<file path="src/rtl/tile_fetch_sequencer.sv">
// Read-address sequencer for one template-matching pass over a stored frame.
// Walks sets first..last, issuing search-window beats then template beats.
module tile_fetch_sequencer #(
    parameter int SET_COUNT = 150,
    parameter int SET_WORDS = 1665,
    parameter int TEM_BASE  = 65,
    parameter int TEM_ROWS  = 80,
    parameter int TEM_COLS  = 20,
    parameter int WIN_ROWS  = 16,
    parameter int WIN_COLS  = 4,
    parameter int ADDR_W    = 21
) (
    input  logic              clk,
    input  logic              rst_n,
    input  logic              start,
    input  logic              frame_in,
    input  logic [7:0]        first_set,
    input  logic [7:0]        last_set,
    input  logic              abort,
    output logic              rd_valid,
    input  logic              rd_ready,
    output logic [ADDR_W-1:0] rd_addr,
    output logic              rd_tem_win,
    output logic [6:0]        rd_row,
    output logic [6:0]        rd_col,
    output logic [7:0]        rd_set,
    output logic              rd_frame,
    output logic              set_done,
    output logic              done,
    output logic              start_err,
    output logic              busy
);

    localparam logic [ADDR_W-1:0] FRAME_BASE = ADDR_W'(SET_COUNT * SET_WORDS);
    localparam logic [ADDR_W-1:0] SET_STEP   = ADDR_W'(SET_WORDS);
    localparam logic [ADDR_W-1:0] TEM_OFS    = ADDR_W'(TEM_BASE);
    localparam logic [ADDR_W-1:0] ONE        = ADDR_W'(1);
    localparam logic [7:0]        SET_MAX    = 8'(SET_COUNT - 1);
    localparam logic [6:0]        WIN_ROW_END = 7'(WIN_ROWS - 1);
    localparam logic [6:0]        WIN_COL_END = 7'(WIN_COLS - 1);
    localparam logic [6:0]        TEM_ROW_END = 7'(TEM_ROWS - 1);
    localparam logic [6:0]        TEM_COL_END = 7'(TEM_COLS - 1);

    typedef enum logic [2:0] {
        IDLE,
        WIN,
        TEM,
        SET_END,
        DONE
    } state_t;

    state_t            state;
    logic [ADDR_W-1:0] set_base;
    logic [7:0]        last_r;

    logic              xfer;
    logic              start_ok;
    logic              col_end;
    logic              row_end;
    logic [ADDR_W-1:0] start_base;

    assign xfer     = rd_valid && rd_ready;
    assign start_ok = (first_set <= last_set) && (last_set <= SET_MAX);
    assign col_end  = rd_col == (rd_tem_win ? TEM_COL_END : WIN_COL_END);
    assign row_end  = rd_row == (rd_tem_win ? TEM_ROW_END : WIN_ROW_END);

    // Constant multiply only on the start path; beats step incrementally.
    assign start_base = (frame_in ? FRAME_BASE : '0)
                      + ADDR_W'(first_set) * SET_STEP;

    always_ff @(posedge clk or negedge rst_n) begin
        if (!rst_n) begin
            state      <= IDLE;
            set_base   <= '0;
            last_r     <= '0;
            rd_valid   <= 1'b0;
            rd_addr    <= '0;
            rd_tem_win <= 1'b0;
            rd_row     <= '0;
            rd_col     <= '0;
            rd_set     <= '0;
            rd_frame   <= 1'b0;
            set_done   <= 1'b0;
            done       <= 1'b0;
            start_err  <= 1'b0;
            busy       <= 1'b0;
        end else begin
            set_done  <= 1'b0;
            done      <= 1'b0;
            start_err <= 1'b0;
            if (abort && state != IDLE) begin
                state    <= IDLE;
                rd_valid <= 1'b0;
                busy     <= 1'b0;
            end else begin
                unique case (state)
                    IDLE: begin
                        if (start && start_ok) begin
                            state      <= WIN;
                            set_base   <= start_base;
                            rd_addr    <= start_base;
                            last_r     <= last_set;
                            rd_set     <= first_set;
                            rd_frame   <= frame_in;
                            rd_row     <= '0;
                            rd_col     <= '0;
                            rd_tem_win <= 1'b0;
                            rd_valid   <= 1'b1;
                            busy       <= 1'b1;
                        end else if (start) begin
                            start_err <= 1'b1;
                        end
                    end
                    WIN, TEM: begin
                        if (xfer) begin
                            if (!col_end) begin
                                rd_col  <= rd_col + 7'd1;
                                rd_addr <= rd_addr + ONE;
                            end else if (!row_end) begin
                                rd_col  <= '0;
                                rd_row  <= rd_row + 7'd1;
                                rd_addr <= rd_addr + ONE;
                            end else if (state == WIN) begin
                                // Word between regions is skipped.
                                state      <= TEM;
                                rd_col     <= '0;
                                rd_row     <= '0;
                                rd_tem_win <= 1'b1;
                                rd_addr    <= set_base + TEM_OFS;
                            end else begin
                                state    <= SET_END;
                                rd_valid <= 1'b0;
                                set_done <= 1'b1;
                            end
                        end
                    end
                    SET_END: begin
                        if (rd_set == last_r) begin
                            state <= DONE;
                            done  <= 1'b1;
                        end else begin
                            state      <= WIN;
                            rd_set     <= rd_set + 8'd1;
                            set_base   <= set_base + SET_STEP;
                            rd_addr    <= set_base + SET_STEP;
                            rd_row     <= '0;
                            rd_col     <= '0;
                            rd_tem_win <= 1'b0;
                            rd_valid   <= 1'b1;
                        end
                    end
                    DONE: begin
                        state <= IDLE;
                        busy  <= 1'b0;
                    end
                    default: begin
                        state    <= IDLE;
                        rd_valid <= 1'b0;
                        busy     <= 1'b0;
                    end
                endcase
            end
        end
    end

endmodule

</file>
<file path="config.mk">
export PLATFORM = sky130hd
export DESIGN_NAME = tile_fetch_sequencer
export DESIGN_NICKNAME = d
export VERILOG_FILES = /design/src/rtl/tile_fetch_sequencer.sv
export SDC_FILE = /design/constraint.sdc
export NUM_CORES = 1
export LEC_CHECK = 0
export ABC_AREA = 1
export ABC_CLOCK_PERIOD_IN_PS = 2500
export CAP_MARGIN = 20
export CORE_MARGIN = 3
export CORE_UTILIZATION = 37
export CTS_CLUSTER_SIZE = 25
export DETAILED_ROUTE_END_ITERATION = 7
export HOLD_SLACK_MARGIN = 0.08
export PLACE_DENSITY = 0.66
export SLEW_MARGIN = 20
export SYNTH_ARGS = -nofsm -noshare
export SYNTH_HDL_FRONTEND = slang
export SYNTH_SLANG_ARGS = --single-unit
</file>
<file path="constraint.sdc">
create_clock -name clk -period 2.5 [get_ports clk]
set_input_delay 0.375 -clock clk [delete_from_list [all_inputs] [get_ports clk]]
set_output_delay 0.375 -clock clk [all_outputs]
set_load 0.005 [all_outputs]
</file>
==> qor.yml, run 1 <==
critPathKind: "input pin to register"
post_drt_via_cell_ratio: 5.120
drcViolationCount: 0
critical_path_peak_fanout: 4
most_common_flop_cell_mapped_by_yosys: "dfrtp_1"
wl_met3_mm: 1.376
cts_htree_levels: 3
clk_latency_ps: 360
detail_route.wl_per_cell_um: 15.31
floorplan.core_area_sq_mm: 0.02056
place_congestion: 0.9246
finalHoldWorstSlack_ps: 501.1
antenna_found_initial: 0
category_of_the_worst_setup_path_capture_point: "register"
crit_path_start_kind: "input pin"
setup_viol_count_final: 20
grt_pass1_vias: 7722
crit_path_top_delay_cell: "fa_2"
clock_sink_count: 82
fp-row-count: 52
cts_max_path_buffers: 2
synth.net_count: 1298
critical_path.cell_chain: "buf_8 -> fa_2 -> ha_4 -> ha_4 -> fa_1 -> ha_4 -> nand2_4 -> nor2_4 -> nand2_2 -> nand2_4 -> nand3_2 -> nand2_1 -> nand2_1 -> nand2_2 -> nand2_1 -> nand2_1 -> nand3_1 -> nand2_1"
final_cell_mix: "nand2_1, inv_1, nand3_1, nor2_1, buf_4"
synthesis.instances: 1202
power-per-cell-area_mw_per_mm2: 1060
design.die.area_sq_mm: 0.02299
maxSlewViolCount: 0
final.setup_skew_ps: 7.154
fillCellCount: 2056
layout_worst_path_cycle_share_pct: 119.1
ys_async_sr_fraction_pct: 100.0
numCtsBuffers: 9
cp_top_family: "adder cells"
yosysUniqueCellTypes: 41
dp_hpwl_mm: 18.60
routed_metal_1_wirelength_mm: 11.64
finalWirelength_mm: 24.70
power_leakage_nw: 5.064
start_util_pct: 38.16
setup_slack_ps: -478.3
overflow: 0
synth_enable_flop_cells: 0
violations: "setup timing"
track_usage_pct: 21.44
max_stage_delay_ps: 590
clockRootBuffer: "clkbuf_16"
detailroute.wirelength.met2_mm: 11.33
r2r-start: "set_base[5]"
detail-route-antenna-nets: 0
port_buffers: 71
worst_ep_required_time_ps: 2800
finalInstanceArea_sq_mm: 0.01045
insertedDiodeCount: 0
initialDrtViolationCount: 645
max_freq_ghz: 0.3358
dr.pass1.iters: 5
post_synth_instance_area_sq_mm: 0.007846
critical_path.most_common_cell: "nand2_1"
hold_start: "last_r[7]"
grt_start_max_net_pins: 45
min_path_type: "register to register"
tightestPinTransition_ps: 639.3
layout_commonest_cell: "nand2_1"
areaGrowthSynthToFinish_pct: 33.12
syn_avg_cell_area_sq_um: 6.528
ir_drop_worst_case_vdd_mv: 0.4007
worst_setup_hold_path_clk_slew_ps: 60
yosys_warnings: 0
highest-signal-layer: "met4"
die-height_um: 151.6
tritoncts: "built"
signal_arrival_time_at_the_worst_endpoint_ps: 3280
outcome: "finished with violations"
seq_area_frac_synth_pct: 26.15
i_o_pins: 72
synth-seq-cells: 82
post-place-ws_ps: -1323
max-cap-violations: 0
crit_path_start: "first_set[0]"
worst_slew_margin_rel_pct: 57.38
timing.final.hold_violations: 0
fin_nets: 1435
crit_buf_inv: 1
drive_gt1_share_pct: 19.21
global_route_wire_length_before_repair_mm: 39.34
placed_cell_area_sq_mm: 0.009547
grt_setup_unrepaired: "true"
die_width_um: 151.6
dr_total_vias: 8259
post_route_minimum_period_ps: 2978
layout make-up:
| class | instances | area (sq um) | share of cell area [%] |
|---|---|---|---|
| tap | 270 | 337.8 | 3.234 |
| multi-input combinational | 949 | 5787 | 55.40 |
| inverter | 136 | 515.5 | 4.935 |
| timing repair buffer | 161 | 1453 | 13.91 |
| clock inverter | 5 | 61.31 | 0.5870 |
| clock buffer | 10 | 239.0 | 2.288 |
| sequential | 82 | 2052 | 19.65 |
worst paths after layout:
check | endpoint | slack, ps | depth (start not counted)
worst max register to register | rd_addr[8] | 320 | 11
min in group asynchronous | rd_addr[20] | 580 | 2
worst min register to register | last_r[7] | 500 | 2
max in group asynchronous | set_base[6] | 1290 | 3
worst max-delay path | set_base[19] | -480 | 18
worst min-delay path | last_r[7] | 500 | 2
worst register-to-register path: cells and delay by family (launching register included):
kind,cells,cell delay (ps)
flops,1,450
simple gates,6,710
compound gates,4,830
buf+inv,1,80
metrics by stage:
step,total power [mW],setup TNS [ps],instances,utilization [%]
2_1_floorplan,6.566,-9707,1202,-
3_3_place_gp,8.950,-38050,1593,46.43
3_5_place_dp,9.042,-41330,1593,46.43
4_1_cts,10.78,-7988,1612,49.41
5_1_grt,11.99,-10060,1613,50.80
6_report,11.07,-7860,1613,50.80
metal layers:
| layer | track usage, % | vias up |
|---|---|---|
| li1 | - | 4155 |
| met5 | 0 | - |
| met3 | 2.826 | 29 |
| met1 | 30.88 | 3826 |
| met2 | 34.30 | 249 |
| met4 | 4.942 | 0 |
synthesized netlist by cell type (6+ instances only):
cell type / instances / area share [%]
a21oi_1: 35 / 2.2
buf_2: 16 / 1.0
clkbuf_1: 10 / 0.48
dfrtp_1: 82 / 26
fa_1: 13 / 3.3
ha_1: 61 / 9.7
inv_1: 130 / 6.2
nand2_1: 417 / 20
nand3_1: 136 / 8.7
nand3b_1: 6 / 0.57
nand4_1: 23 / 1.8
nor2_1: 93 / 4.4
nor3_1: 11 / 0.70
o21ai_0: 64 / 4.1
o21ai_1: 9 / 0.57
o21ai_2: 7 / 0.78
or2_2: 8 / 0.64
xnor2_1: 7 / 0.78
xor2_1: 26 / 2.9
repair_timing:
action | in CTS | in global routing
endpoints found under the setup margin | 28 | 24
gates resized for setup | 96 | 64
endpoints found under the hold margin | 36 | 0
hold buffers | 1 | 0
buffers inserted | 4 | 1
pin swaps | 51 | 39
sequential cells by signal, indices dropped and copies added, names as in the netlist:
name and count:
rd_col 7, rd_set 8, rd_tem_win 1, last_r 8, busy 1, state 3
set_done 1, rd_frame 1, set_base 21, rd_addr 21, rd_row 7, rd_valid 1
done 1, start_err 1
cell families after synthesis:
family / synth area share (%)
buffers and inverters: 9.026
and+or+nand+nor: 38.53
DFF: 26.15
xor gates and xnor gates: 3.684
AOI/OAI and AO/OA: 9.185
adders and majority gates: 13.04
muxes: 0.3827
power by group:
group / internal, mW / leakage, nW / switching (mW)
Combinational: 2.95 / 3.86 / 4.05
Sequential: 1.86 / 1.05 / 0.805
Clock: 0.804 / 0.149 / 0.602
Note: power is estimated with default switching activity, not from simulation.
==> run 2, diff against run 1 <==
Settings changed: ABC_AREA 1 to default, PLACE_DENSITY 0.66 to default, PLACE_DENSITY_LB_ADDON from default to 0.3.
==> run 2 against run 1 <==
Net effect:
- die area down 8.8%
- largest power group unchanged
- first-iteration DRC count decreased by 20%
- critical path depth decreased by 3
- sequential share of layout area increased by 0.60 points
- the flow still finishes with violations (setup timing)
- count of clock-buffer cells in the layout stayed put
- critical endpoint is now rd_addr[14]
==> qor.yml, run 2 <==
outcome: "finished with violations"
violations: "setup timing"
port_buffers: 71
worst_slew_margin_rel_pct: 63.37
numCtsBuffers: 9
total_switching_power_mw: 4.535
insertedDiodeCount: 0
design.die.area_sq_mm: 0.02098
synthesis.instances: 835
yosysUniqueCellTypes: 71
dr_total_vias: 6821
detail-route-antenna-nets: 0
finalWirelength_mm: 21.51
place_congestion: 0.8322
post_route_minimum_period_ps: 3256
grt_setup_unrepaired: "true"
yosys_top_cell_by_area: "dfrtp_1"
most_common_flop_cell_mapped_by_yosys: "dfrtp_1"
largestRegisters: "rd_addr x21, set_base x21"
cts_htree_levels: 3
setup_viol_count_final: 21
tritoncts: "built"
category_of_the_worst_setup_path_capture_point: "register"
yosys_warnings: 0
cts_max_path_buffers: 2
final.setup_skew_ps: 11.69
overflow: 0
worst_ep_required_time_ps: 2760
clockRootBuffer: "clkbuf_16"
final-instance-count-excl-fill: 1270
tightestPinTransition_ps: 545.2
r2r-start: "rd_col[1]"
global_route_wire_length_before_repair_mm: 34.70
switching_share_pct: 43.08
synth_top_area_share_pct: 28.77
seq_area_frac_synth_pct: 28.77
synth-seq-cells: 82
dp.cells: 1226
hold_start: "last_set[0]"
track_usage_pct: 20.59
areaGrowthSynthToFinish_pct: 42.12
hold_path_end: "last_r[0]"
power_mw: 10.53
min_path_cells: 3
power_leakage_nw: 4.327
layout_commonest_cell: "buf_4"
signal_arrival_time_at_the_worst_endpoint_ps: 3520
ir_drop_worst_case_vdd_mv: 0.4347
critical_path_peak_fanout: 5
clock_power_share_pct: 12.6
crit_path_start_kind: "input pin"
floorplan.core_area_sq_mm: 0.01883
placed_cell_area_sq_mm: 0.008911
final_cell_mix: "buf_4, dfrtp_1, nand2_1, nor2_1, clkdlybuf4s50_1"
synth.most_common_cell: "dfrtp_1"
syn_avg_cell_area_sq_um: 8.541
worst_setup_hold_path_clk_slew_ps: 70
post_synth_instance_area_sq_mm: 0.007132
fp-row-count: 50
grt_pass1_vias: 6612
post_drt_via_cell_ratio: 5.371
detail_route.wl_per_cell_um: 16.94
synth_enable_flop_cells: 0
critPathKind: "input pin to register"
max_freq_ghz: 0.3072
p_comb_share_pct: 62.2
sequential_share_of_power_pct: 25.2
synth.cells.most_frequent: "dfrtp_1, nand2_1, nor2_1, ha_1, a21oi_1"
p_int_mw: 5.992
synth_area_leaders: "dfrtp_1, ha_1, xor2_1, xnor2_1, a21oi_1"
power-per-cell-area_mw_per_mm2: 1038
dp_hpwl_mm: 15.03
maxSlewViolCount: 0
synth.net_count: 931
ff2ff_setup_slack_ps: 90
r2r_cells: 8
finalInstanceArea_sq_mm: 0.01014
start_util_pct: 37.87
timing.final.hold_violations: 0
drive_gt1_share_pct: 28.12
ys_async_sr_fraction_pct: 100.0
critical_path.reg2reg.endpoint: "rd_addr[9]"
setup_total_negative_slack_ps: -12120
layout_worst_path_cycle_share_pct: 130.2
fin_nets: 1101
drcViolationCount: 0
final_core_utilization_pct: 53.83
max-cap-violations: 0
dr.pass1.iters: 6
setup_slack_ps: -755.7
initialDrtViolationCount: 514
clock_sink_count: 82
die-height_um: 144.8
antenna_found_initial: 0
clk_latency_ps: 350
grt_start_max_net_pins: 53
die_width_um: 144.8
min_path_type: "input pin to register"
i_o_pins: 72
-- run 2: cell count changes in the layout (fill, tap and decap cells not counted), moves of 21 or more --
cell,previous run,this run
buf_4,84,118
xnor2_1,6,33
inv_1,122,38
o21ai_0,59,30
nand2_1,391,70
nand3_1,117,30
nand2_2,24,3
-- run 2: worst max path at each step --
stage	start	end	slack, ps	cells after the start
after floorplan	first_set[1]	rd_addr[14]	-910	15
after global placement	first_set[1]	rd_addr[15]	-1570	15
after detailed placement	first_set[3]	set_base[17]	-1640	15
after CTS	first_set[0]	set_base[18]	-710	15
after global routing	first_set[1]	set_base[18]	-860	14
final	first_set[1]	rd_addr[14]	-760	15
-- run 2: power groups by stage --
| stage | combinational (mW) | clock, mW | sequential, mW |
|---|---|---|---|
| final | 6.55 | 1.33 | 2.65 |
| after global routing | 7.16 | 1.41 | 2.73 |
| after CTS | 6.24 | 1.35 | 2.63 |
| after detailed placement | 5.39 | 0 | 2.65 |
| after global placement | 5.34 | 0 | 2.64 |
| after floorplan | 3.54 | 0 | 2.39 |
-- run 2: cell families after synthesis --
group	Yosys count	synth area share, %
and+or+nand+nor	287	19.93
AOI/OAI and AO/OA	201	18.95
buffers and inverters	94	5.666
xor gates and xnor gates	82	10.07
DFF	82	28.77
adders and majority gates	74	14.35
muxes	15	2.263
-- run 2: layer usage --
layer | wire, um | share of wire, % | vias to the layer above | GRT usage [%]
li1 | - | - | 3313 | -
met1 | 10210 | 47 | 3311 | 30.19
met2 | 9989 | 46 | 173 | 31.99
met3 | 991 | 4.6 | 24 | 3.385
met4 | 315 | 1.5 | 0 | 4.467
met5 | 0 | 0 | - | 0
-- run 2: stage by stage --
stage | hold slack (ps) | setup WS, ps
global placement | 344.6 | -1572
global route | 425.1 | -863.2
finish | 415.1 | -755.7
CTS | 423.8 | -705.7
floorplan | 79.41 | -908.2
detailed placement | 344.9 | -1638
-- run 2: worst max-delay path: stages --
cell	delay [ps]
buf_8	110
fa_2	490
ha_4	290
ha_4	120
inv_2	30
fa_1	480
inv_2	50
ha_4	250
a21o_1	220
a2111oi_4	280
nor2_1	80
a21o_1	200
xor2_2	210
a22oi_1	120
a31oi_1	200
-- run 2: final cells by class --
type,count,area [sq um]
Clock inverter,6,48.80
Sequential cell,82,2052
Inverter,46,176.4
Clock buffer,10,239.0
Fill cell,1684,8695
Multi-Input combinational cell,659,5371
Tap cell,260,325.3
Timing Repair Buffer,207,1923
-- run 2: timing repair --
action                                  CTS  global route
cloned                                    3             2
hold buffers                              1             0
pin swaps                                69            36
resized for setup                       117            29
hold endpoints to repair                 30             0
buffers inserted                         13            10
endpoints found under the setup margin   78            58
==> run 3, diff against run 2 <==
Settings changed: ABC_CLOCK_PERIOD_IN_PS 2500 to 4100, CORE_UTILIZATION 37 to 50.
Clock period 2.5 ns to 4.1 ns, I/O delays scaled along.
==> run 3 against run 2 <==
Net effect:
- the flow now finishes without violations
- clock power is 35% lower
- flip-flop and latch count stayed put
- register-to-register slack better by 900 ps
- sequential power is 37% lower
- critical path depth is 2 lower
- routed wire length is 15% lower
- hold slack worse by 110 ps
- cell count is 13% lower
==> qor.yml, run 3 (synthesis gave the netlist of run 2 again) <==
critical_path.cell_chain: "clkdlybuf4s50_1 -> ha_1 -> ha_1 -> fa_1 -> fa_1 -> ha_1 -> buf_4 -> a21oi_2 -> o31ai_4 -> a31oi_1 -> xnor2_1 -> nor2b_1 -> a311oi_2"
layout_commonest_cell: "dfrtp_1"
critical_path.reg2reg.endpoint: "rd_addr[3]"
grt_start_max_net_pins: 83
global_route_wire_length_before_repair_mm: 30.76
grt_busiest_layer: "met2"
sequential_share_of_power_pct: 30.1
layout_worst_path_cycle_share_pct: 94.32
cts_max_path_buffers: 2
critical_path_peak_fanout: 4
place_congestion: 0.8672
gr-usage-met3_pct: 3.545
i_o_pins: 72
die_width_um: 125.4
cp_top_family: "adder cells"
power_leakage_nw: 3.785
fp-row-count: 43
finalInstanceArea_sq_mm: 0.008646
tritoncts: "built"
port_buffers: 71
power-per-cell-area_mw_per_mm2: 641.5
maxSlewViolCount: 0
detail-route-antenna-nets: 0
clock_power_share_pct: 15.6
grt_setup_unrepaired: "false"
setup_total_negative_slack_ps: 0
dr.pass1.iters: 5
max_stage_delay_ps: 530
r2r-start: "rd_row[0]"
crit_buf_inv: 2
fin_nets: 1010
cts_setup_buffers: 0
initialDrtViolationCount: 585
fillCellCount: 1200
finalWirelength_mm: 18.38
ff2ff_setup_slack_ps: 990
start_util_pct: 51.18
total_switching_power_mw: 2.448
die-height_um: 125.4
final.setup_skew_ps: 9.757
clock_sink_count: 82
critPathKind: "input pin to register"
finalHoldWorstSlack_ps: 306.6
post_route_minimum_period_ps: 3867
placed_cell_area_sq_mm: 0.008188
critical_path.most_common_cell: "ha_1"
clockRootBuffer: "clkbuf_16"
post_drt_via_cell_ratio: 5.854
p_comb_share_pct: 54.4
grt_pass1_vias: 5988
setup_viol_count_final: 0
post-place-ws_ps: -615.3
max_freq_ghz: 0.2586
clk_latency_ps: 350
cts_htree_levels: 3
design.die.area_sq_mm: 0.01573
antenna_found_initial: 0
overflow: 0
crit_path_start: "first_set[6]"
areaGrowthSynthToFinish_pct: 21.23
worst_slew_margin_rel_pct: 42.96
insertedDiodeCount: 0
floorplan.core_area_sq_mm: 0.01393
max-cap-violations: 0
outcome: "completed"
r2r_cells: 9
dr_total_vias: 6434
signal_arrival_time_at_the_worst_endpoint_ps: 4130
category_of_the_worst_setup_path_capture_point: "register"
drive_gt1_share_pct: 12.95
setup_slack_ps: 233.0
detail_route.wl_per_cell_um: 16.73
tightestPinTransition_ps: 850.5
use_met1_pct: 34.09
switching_share_pct: 44.13
final_core_utilization_pct: 62.05
grt_util_met2_pct: 37.00
crit_path_start_kind: "input pin"
worst_setup_hold_path_clk_slew_ps: 70
largestRegisters: "rd_addr x21, set_base x21"
worst_ep_required_time_ps: 4370
p_int_mw: 3.099
track_usage_pct: 23.65
final_cell_mix: "dfrtp_1, nand2_1, nor2_1, clkdlybuf4s50_1"
ir_drop_worst_case_vdd_mv: 0.2746
drcViolationCount: 0
numCtsBuffers: 9
crit_path_top_delay_cell: "clkdlybuf4s50_1"
timing.final.hold_violations: 0
min_path_type: "input pin to async pin"
dp_hpwl_mm: 13.58
-- run 3: changes by cell type in the layout (fill, tap and decap cells not counted), sizes merged --
| cell | before | now |
|---|---|---|
| buf | 139 | 46 |
| clkdlybuf4s50 | 53 | 63 |
| dlygate4sd2 | 6 | 1 |
| dlymetal6s2s | 1 | 6 |
| clkbuf | 13 | 10 |
| clkinvlp | 4 | 1 |
| bufbuf | 2 | 0 |
| clkdlybuf4s15 | 2 | 0 |
| clkinv | 1 | 3 |
| bufinv | 0 | 1 |
| dlygate4sd3 | 1 | 0 |
-- run 3: final cells by class --
| cell class | count | area, sq um | share of cell area, % |
|---|---|---|---|
| multi-input combinational | 659 | 4798 | 55.50 |
| sequential | 82 | 2052 | 23.73 |
| timing repair buffer | 116 | 1084 | 12.53 |
| clock buffer | 10 | 239.0 | 2.764 |
| tap | 180 | 225.2 | 2.605 |
| inverter | 46 | 172.7 | 1.997 |
| clock inverter | 6 | 75.07 | 0.8683 |
-- run 3: through the flow --
step,power [mW],std cells
6_report,5.546,1099
5_1_grt,5.966,1099
4_1_cts,5.469,1099
3_5_place_dp,4.566,1083
3_3_place_gp,4.494,1083
2_1_floorplan,3.544,835
-- run 3: worst max path at each step --
| stage | slack [ps] | end | cells past startpoint |
|---|---|---|---|
| after floorplan | 110 | set_base[18] | 13 |
| after global placement | -480 | rd_addr[16] | 13 |
| after detailed placement | -620 | rd_addr[16] | 17 |
| after CTS | -7 | rd_addr[14] | 14 |
| after global routing | 40 | set_base[19] | 16 |
| final | 230 | set_base[18] | 13 |
-- run 3: power groups by stage --
stage	sequential [mW]	clock [mW]	combinational (mW)
6_report	1.67	0.865	3.01
5_1_grt	1.73	0.914	3.32
4_1_cts	1.65	0.876	2.94
3_5_place_dp	1.66	0	2.90
3_3_place_gp	1.65	0	2.84
2_1_floorplan	1.46	0	2.09
-- run 3: layer usage --
| metal | wire (um) | vias to the layer above |
|---|---|---|
| met5 | 0 | - |
| met4 | 260 | 0 |
| met3 | 1249 | 20 |
| met2 | 8447 | 224 |
| met1 | 8424 | 3063 |
| li1 | - | 3127 |
-- run 3: repair_timing --
action | in CTS | in global routing
endpoints found under the setup margin | 7 | 12
pin swaps | 6 | 12
gates resized for setup | 7 | 20
hold buffers | 0 | 0
